--- config.mk ---
export PLATFORM = sky130hd
export DESIGN_NAME = if_fetch_unit
export DESIGN_NICKNAME = d
export VERILOG_FILES = /design/src/rtl/if_fetch_unit.sv
export SDC_FILE = /design/constraint.sdc
export NUM_CORES = 1
export LEC_CHECK = 0
export BUFFER_PORTS_ARGS = -buffer_cell sky130_fd_sc_hd__buf_2
export CAP_MARGIN = 40
export CORE_ASPECT_RATIO = 1.75
export CORE_MARGIN = 3
export CORE_UTILIZATION = 25
export CTS_CLUSTER_SIZE = 25
export DETAILED_ROUTE_END_ITERATION = 10
export SLEW_MARGIN = 20
export SYNTH_ARGS = -nofsm -noshare
export SYNTH_HDL_FRONTEND = slang
export SYNTH_SLANG_ARGS = --single-unit
--- constraint.sdc ---
create_clock -name clk -period 2 [get_ports clk]
set_input_delay 0 -clock clk [delete_from_list [all_inputs] [get_ports clk]]
set_output_delay 0 -clock clk [all_outputs]
set_load 0.02 [all_outputs]
--- src/rtl/if_fetch_unit.sv ---
// Instruction-fetch stage: owns the PC, fetches over a req/ack handshake,
// buffers one instruction and loads the IF/ID register. Stalls (wpcir) and
// redirects (branch/jump) from ID insert NOP bubbles.
//
// state  | meaning
// S_WAIT | buffer empty; request outstanding (or in its 1-cycle gap)
// S_FULL | buffer holds fb_instr fetched from fb_pc; no request
module if_fetch_unit #(
    parameter logic [31:0] RESET_PC  = 32'h0000_0000,
    parameter logic [31:0] NOP_INSTR = 32'h0000_0000,
    parameter int          CNT_W     = 16
) (
    input  logic             clk,
    input  logic             rst,
    input  logic             wpcir,
    input  logic             branch,
    input  logic             jump,
    input  logic [31:0]      bpc,
    input  logic [31:0]      jpc,
    output logic             imem_req,
    output logic [31:0]      imem_addr,
    input  logic             imem_ack,
    input  logic [31:0]      imem_rdata,
    output logic [31:0]      if_instr,
    output logic [31:0]      id_instr,
    output logic [31:0]      id_pc4,
    output logic [CNT_W-1:0] fetch_cnt
);

    typedef enum logic {S_WAIT, S_FULL} state_t;

    state_t           state_q, state_d;
    logic [31:0]      pc_q, pc_d;
    logic             squash_q, squash_d;
    logic [31:0]      redir_pc_q, redir_pc_d;
    logic [31:0]      fb_instr_q, fb_instr_d;
    logic [31:0]      fb_pc_q, fb_pc_d;
    logic [31:0]      id_instr_q, id_instr_d;
    logic [31:0]      id_pc4_q, id_pc4_d;
    logic [CNT_W-1:0] fetch_cnt_q, fetch_cnt_d;
    logic             req_q, req_d;

    logic             redir;
    logic [31:0]      target;
    logic             ack_ok;

    assign redir  = jump | branch;
    assign target = jump ? jpc : bpc;
    // An ack only counts while a request is actually on the bus.
    assign ack_ok = (state_q == S_WAIT) && req_q && imem_ack;

    // Next-state and datapath update for the fetch FSM.
    always_comb begin
        state_d     = state_q;
        pc_d        = pc_q;
        squash_d    = squash_q;
        redir_pc_d  = redir_pc_q;
        fb_instr_d  = fb_instr_q;
        fb_pc_d     = fb_pc_q;
        id_instr_d  = id_instr_q;
        id_pc4_d    = id_pc4_q;
        fetch_cnt_d = fetch_cnt_q;

        case (state_q)
            S_WAIT: begin
                id_instr_d = NOP_INSTR;
                if (ack_ok) begin
                    if (redir) begin
                        pc_d     = target;
                        squash_d = 1'b0;
                    end else if (squash_q) begin
                        pc_d     = redir_pc_q;
                        squash_d = 1'b0;
                    end else begin
                        fb_instr_d = imem_rdata;
                        fb_pc_d    = pc_q;
                        state_d    = S_FULL;
                    end
                end else if (redir) begin
                    // PC must stay put while the address is on the bus.
                    redir_pc_d = target;
                    squash_d   = 1'b1;
                end
            end
            S_FULL: begin
                if (redir) begin
                    pc_d       = target;
                    id_instr_d = NOP_INSTR;
                    state_d    = S_WAIT;
                end else if (wpcir) begin
                    id_instr_d = NOP_INSTR;
                end else begin
                    id_instr_d  = fb_instr_q;
                    id_pc4_d    = fb_pc_q + 32'd4;
                    pc_d        = fb_pc_q + 32'd4;
                    fetch_cnt_d = fetch_cnt_q + CNT_W'(1);
                    state_d     = S_WAIT;
                end
            end
            default: state_d = S_WAIT;
        endcase

        // Gap of one cycle after every accepted ack, and no request when FULL.
        req_d = (state_d == S_WAIT) && !ack_ok;
    end

    // State registers with synchronous reset.
    always_ff @(posedge clk) begin
        if (rst) begin
            state_q     <= S_WAIT;
            pc_q        <= RESET_PC;
            squash_q    <= 1'b0;
            redir_pc_q  <= RESET_PC;
            fb_instr_q  <= NOP_INSTR;
            fb_pc_q     <= RESET_PC;
            id_instr_q  <= NOP_INSTR;
            id_pc4_q    <= 32'h0;
            fetch_cnt_q <= '0;
            req_q       <= 1'b0;
        end else begin
            state_q     <= state_d;
            pc_q        <= pc_d;
            squash_q    <= squash_d;
            redir_pc_q  <= redir_pc_d;
            fb_instr_q  <= fb_instr_d;
            fb_pc_q     <= fb_pc_d;
            id_instr_q  <= id_instr_d;
            id_pc4_q    <= id_pc4_d;
            fetch_cnt_q <= fetch_cnt_d;
            req_q       <= req_d;
        end
    end

    assign imem_req  = req_q;
    assign imem_addr = pc_q;
    assign if_instr  = (state_q == S_FULL) ? fb_instr_q : NOP_INSTR;
    assign id_instr  = id_instr_q;
    assign id_pc4    = id_pc4_q;
    assign fetch_cnt = fetch_cnt_q;

endmodule
; ---- After elaboration in Yosys (flattened, before gate mapping)
; Cells that the tools add are included.
[word_totals]
output_inout_bits = 145
reg_bits = 211
input_bits = 102
[classes]
n_reduce_logical = 10
n_eq_ne = 3
mux = 19
n_addsub = 2
bitwise_logic = 7
[op_table]
columns = cell, n
row1 = $mux 32, 9
row2 = $pmux 32 s2, 2
row3 = $add 32x3->32 const B, 1
row4 = $add 16x1->16 const B, 1
row5 = $reduce_and 3->1, 3
row6 = $mux 1, 7
row7 = $not 1->1, 6
row8 = $reduce_and 4->1, 1
row9 = $logic_and 1x1->1, 3
row10 = $ne 3x2->1 const B, 1
row11 = $ne 3x3->1 const B, 1
row12 = $ne 2x2->1 const B, 1
row13 = $pmux 1 s2, 1
row14 = $reduce_and 2->1, 1
row15 = $reduce_bool 2->1, 1
row16 = $logic_not 1->1, 1
row17 = $or 1x1->1, 1

; ---- Longest topological paths before layout
[logic_depth]
ltp_word = 7
ltp_mapped = 8
depth_no_buf = 6

; ---- Worst setup path after synthesis
; No wires, ideal clock.
[synth_path]
path_kind = flip-flop to flip-flop
startpoint = reg fb_pc_q[2]
endpoint = reg pc_q[26], in the netlist imem_addr[26]
period_less_slack_ps = 2131
stages_incl_launch_ff = 8
setup_slack_ps = -131
setup_ps = 91
t_arrival_ps = 2040
n_path_buf = 1
path_cell_list = dfxtp_1 > ha_1 > nand4_1 > or4_4 > buf_6 > nor4_2 > o21ai_1 > a311oi_1
[synth_via]
elab_chain_len = 4
[synth_rtl]
columns = element, line_no
row1 = "start, declared", 37  ; logic [31:0] fb_pc_q, fb_pc_d;
row2 = "start signal, assigned", 126  ; fb_pc_q <= fb_pc_d;
row3 = $add 32x3->32, 95  ; pc_d = fb_pc_q + 32'd4;
row4 = $mux 32, 90  ; end else if (wpcir) begin
row5 = $mux 32, 86  ; if (redir) begin
row6 = $pmux 32 s2, 64  ; case (state_q)
row7 = "end signal, assigned", 122  ; pc_q <= pc_d;
row8 = "end, declared", 33  ; logic [31:0] pc_q, pc_d;
; Every way passes these cells. The select of a mux whose other input is x is not followed.
; A chain may end at the register's enable or synchronous reset.

; ---- Final worst setup path
[layout_path]
startpoint = reg fb_pc_q[7]
endpoint = reg pc_q[29], in the netlist imem_addr[29]
; The elaborated chain is that of the path after synthesis.

==> flow_summary_export.csv <==
group,metric,value,unit
status,status,"finished clean",
critical_path,path_max_fanout,7,
global_route,largest_net_degree_at_the_start_of_global_routing,91,
critical_path,reg2reg_setup_slack,0.0002,ns
synth,netlist-cell-type-count,52,
placed_design,dp_slack,-0.158,ns
sta,timing.slew.headroom,0.614,
clock_network,cts.reportedPaths.clkPinSlew,0.06,ns
sta,tns_setup,0,ns
layout,fill_cells,3704,
global_route,grt_antenna_before_repair,0,
critical_path,critical-path-max-stage-delay,0.63,ns
layout,final_layout_size_suffix_gt1_frac,0.288,
critical_path,worstSetupStartpointType,"register",
sta,worst_slew_pin_tran,0.573,ns
sta,hold_viol,0,
layout,mostFrequentLayoutCells,"sky130_fd_sc_hd__buf_2, sky130_fd_sc_hd__dfxtp_1, sky130_fd_sc_hd__nand2_1, sky130_fd_sc_hd__nor2_1, sky130_fd_sc_hd__a21oi_1",
synth,async_flop_share,0,
critical_path,endpoint_kind,"register",
floorplanning,floorplan.io_pins,247,
flow_run,max_cap_viol_count,0,
global_route,grt-ovfl-total,0,
floorplanning,floorplan.die.width,152,µm
route,post_drt_wl_per_cell,17.8,µm
pwr,intPower,7.69,mW
worst_hold_path,timing.hold.worst.class,"in -> reg",
synth,synth_area_leader_cell,"sky130_fd_sc_hd__dfxtp_1",
route,drtPass1Iterations,5,
synth,ys_warns,0,
clock_network,cts_tree,"yes",
layout,nets,1610,
critical_path,critPathCapture,"imem_addr[29]$_SDFFE_PP0P_",
route,num_vias,9570,
route,drtAntennaViolNets,0,
route,drc_markers,0,
sta,final_min_period_over_clock_period,1.00,
floorplanning,fp.dieArea,0.0397,mm²
pwr,p_clk_frac,0.455,
pwr,sw_frac_of_total,0.249,
worst_hold_path,worstHoldStart,"jpc[30]",
critical_path,worst_ep_arrival_time,2.42,ns
route,number_of_drc_violations_after_detailed_routing_iteration_0,408,
sta,fin_skew,0.0294,ns
layout,syn_to_final_growth,47.2,%
clock_network,cts_sinks,211,
layout,antennaDiodeCount,0,
synth,postSynthCellCount,1129,
sta,hold-worst-slack,0.0402,ns
synth,post_synth_instance_area,0.00930,mm²
synth,synthesis.area_per_instance,8.24,µm²
sta,grt_setup_unrepaired,"yes",
critical_path,timing.critical_path.required,2.42,ns
synth,ys_seq_area_frac,0.454,
critical_path,critical_path.cell_chain,"nand4_4 -> or4_4 -> buf_6 -> nor4b_4 -> o21ai_1 -> a311oi_1",
global_route,all_layer_global_routing_usage,0.169,
sta,final-max-slew-violation-count,0,
critical_path,worst_r2r_start,"fb_pc_q[7]$_SDFFE_PP0P_",
sta,fin_crit,2.00,ns
pwr,leakagePower,5.61,nW
route,route.final.wire_length,35400,µm
placed_design,placed_area,0.0116,mm²
floorplanning,rows,92,
floorplanning,placeableCoreArea,0.0364,mm²
pwr,worst_ir_drop_on_vdd,0.512,mV
layout,final_common_cell,"sky130_fd_sc_hd__buf_2",
critical_path,timing.setup.critical_path_class,"reg -> reg",
synth,ys_ff_latch,211,
clock_network,ctsRootBufferMaster,"sky130_fd_sc_hd__clkbuf_16",
global_route,wire_length_of_the_first_global_routing_pass,53700,µm
pwr,share_comb_of_total_power,0.113,
clock_network,cts_htree_levels,1,
clock_network,cts-buffers-inserted,23,
synth,synth_enable_flop_cells,0,
sta,final_setup_violations,0,
critical_path,ff2ff_path_depth,6,
synth,synth_top_cell_area_share,0.454,
pwr,p_per_area,748,mW/mm²
route,detail_route.vias_per_cell,4.80,
critical_path,r2r-end,"imem_addr[29]$_SDFFE_PP0P_",
placed_design,gp_congestion,0.811,
clock_network,latest_clock_arrival_within_the_worst_skew_pair,0.53,ns
placed_design,port_buffers,246,
synth,post_synth_main_area_contributors,"sky130_fd_sc_hd__dfxtp_1, sky130_fd_sc_hd__nand2_1, sky130_fd_sc_hd__a21oi_1",
sta,clock.fmax,0.500,GHz
sta,timing.final.ws_setup,0.000162,ns
pwr,netSwitchingPower,2.55,mW
floorplanning,start_util,0.256,
floorplanning,die_height,261,µm
global_route,first_global_vias,9570,
synth,synthesis.nets,1233,
critical_path,critical_path.startpoint,"fb_pc_q[7]$_SDFFE_PP0P_",
layout,final_area,0.0137,mm²
pwr,pwr-share-seq,0.432,
synth,synthFlopType,"sky130_fd_sc_hd__dfxtp_1",
clock_network,cts_buffer_depth,3,
placed_design,post-dp-hpwl,25500,µm
critical_path,cell_at_the_slowest_stage_of_the_critical_path,"sky130_fd_sc_hd__or4_4",
[routing by layer]
metal	wire length [µm]	vias up	share of wire	global-route usage
met1	12200	4495	0.35	0.167
li1	-	4669	-	-
met3	1550	100	0.044	0.0233
met4	2690	0	0.076	0.117
met2	18900	306	0.54	0.324
met5	0	-	0	0
[area by class of cell]
class	count	area, µm²	area share
clock buffers	32	659	0.0482
clock inverters	10	158	0.0115
inverters	8	30.0	0.00219
multi-input cells	816	4840	0.353
flip-flops and latches	211	4250	0.310
well taps	470	588	0.0429
repair buffers	446	3180	0.232
[what timing repair did]
item	CTS	global route
endpoints found under the setup margin	28	26
gates resized for setup	19	19
endpoints found under the hold margin	93	0
pin swaps	14	22
buffers inserted	1	3
hold buffers	104	0
gates cloned	0	0
[state kept, by name, summed over array words and instances, names as in the netlist]
| signal | count |
|---|---|
| fb_instr_q | 32 |
| fb_pc_q | 32 |
| fetch_cnt | 16 |
| id_instr | 32 |
| id_pc4 | 32 |
| imem_addr | 32 |
| imem_req | 1 |
| redir_pc_q | 32 |
| squash_q | 1 |
| state_q | 1 |
[worst min path at each step]
stage,depth (start not counted),end,slack (ns)
after global routing,4,imem_addr[24]$_SDFFE_PP0P_,0.03
after global placement,3,fb_instr_q[2]$_SDFFE_PP0P_,0.24
final,5,redir_pc_q[30]$_SDFFE_PP0P_,0.04
after CTS,5,redir_pc_q[30]$_SDFFE_PP0P_,0.002
after detailed placement,3,fb_instr_q[12]$_SDFFE_PP0P_,0.25
after floorplan,1,imem_req$_SDFF_PP0_,0.1
[power groups by stage]
stage,clock network [mW],registers [mW],logic (mW)
2_1_floorplan,0,4.56,0.469
3_3_place_gp,0,4.51,0.968
3_5_place_dp,0,4.52,0.979
4_1_cts,4.79,4.42,1.16
6_report,4.66,4.42,1.16
5_1_grt,4.95,4.44,1.25
[stage by stage]
stage / cells / total power, mW / util
floorplan: 1129 / 5.02 / -
global placement: 1843 / 5.48 / 0.320
detailed placement: 1843 / 5.50 / 0.320
CTS: 1990 / 10.4 / 0.373
global route: 1993 / 10.6 / 0.376
finish: 1993 / 10.2 / 0.376
[cell usage after synthesis, drive strengths merged, types with 2 or more instances]
cell / instances
or4: 4
buf: 22
nor4: 14
nand4: 13
a22oi: 5
or3: 4
ha: 2
a221oi: 4
o21a: 2
nor3b: 29
xor2: 17
nor4b: 3
inv: 8
and4: 4
and3: 2
a211oi: 49
nand2b: 12
nor2: 140
clkbuf: 72
o21ai: 23
nand3: 10
and2: 66
o31a: 4
xnor2: 13
o221a: 7
o211ai: 3
nor3: 38
mux2i: 22
a311oi: 23
o41a: 2
nand2: 174
o221ai: 2
a21oi: 117
dfxtp: 211
nor2b: 2
[worst max-delay path: cells and delay by family (launching register included)]
| kind | cells | cell delay, ns |
|---|---|---|
| buffers and inverters | 1 | 0.15 |
| flip-flops | 1 | 0.36 |
| AND/OR/NAND/NOR | 3 | 1.05 |
| AO/OA/AOI/OAI | 2 | 0.32 |
[kinds of logic after synthesis]
family,share of synthesized area
multiplexers,0.0249
adder cells (fa/ha/maj),0.00269
flip-flops,0.454
AO/OA/AOI/OAI,0.168
buffers and inverters,0.0447
XOR/XNOR,0.0282
AND/OR/NAND/NOR,0.277
No activity file was read; power rests on OpenSTA's default activity.
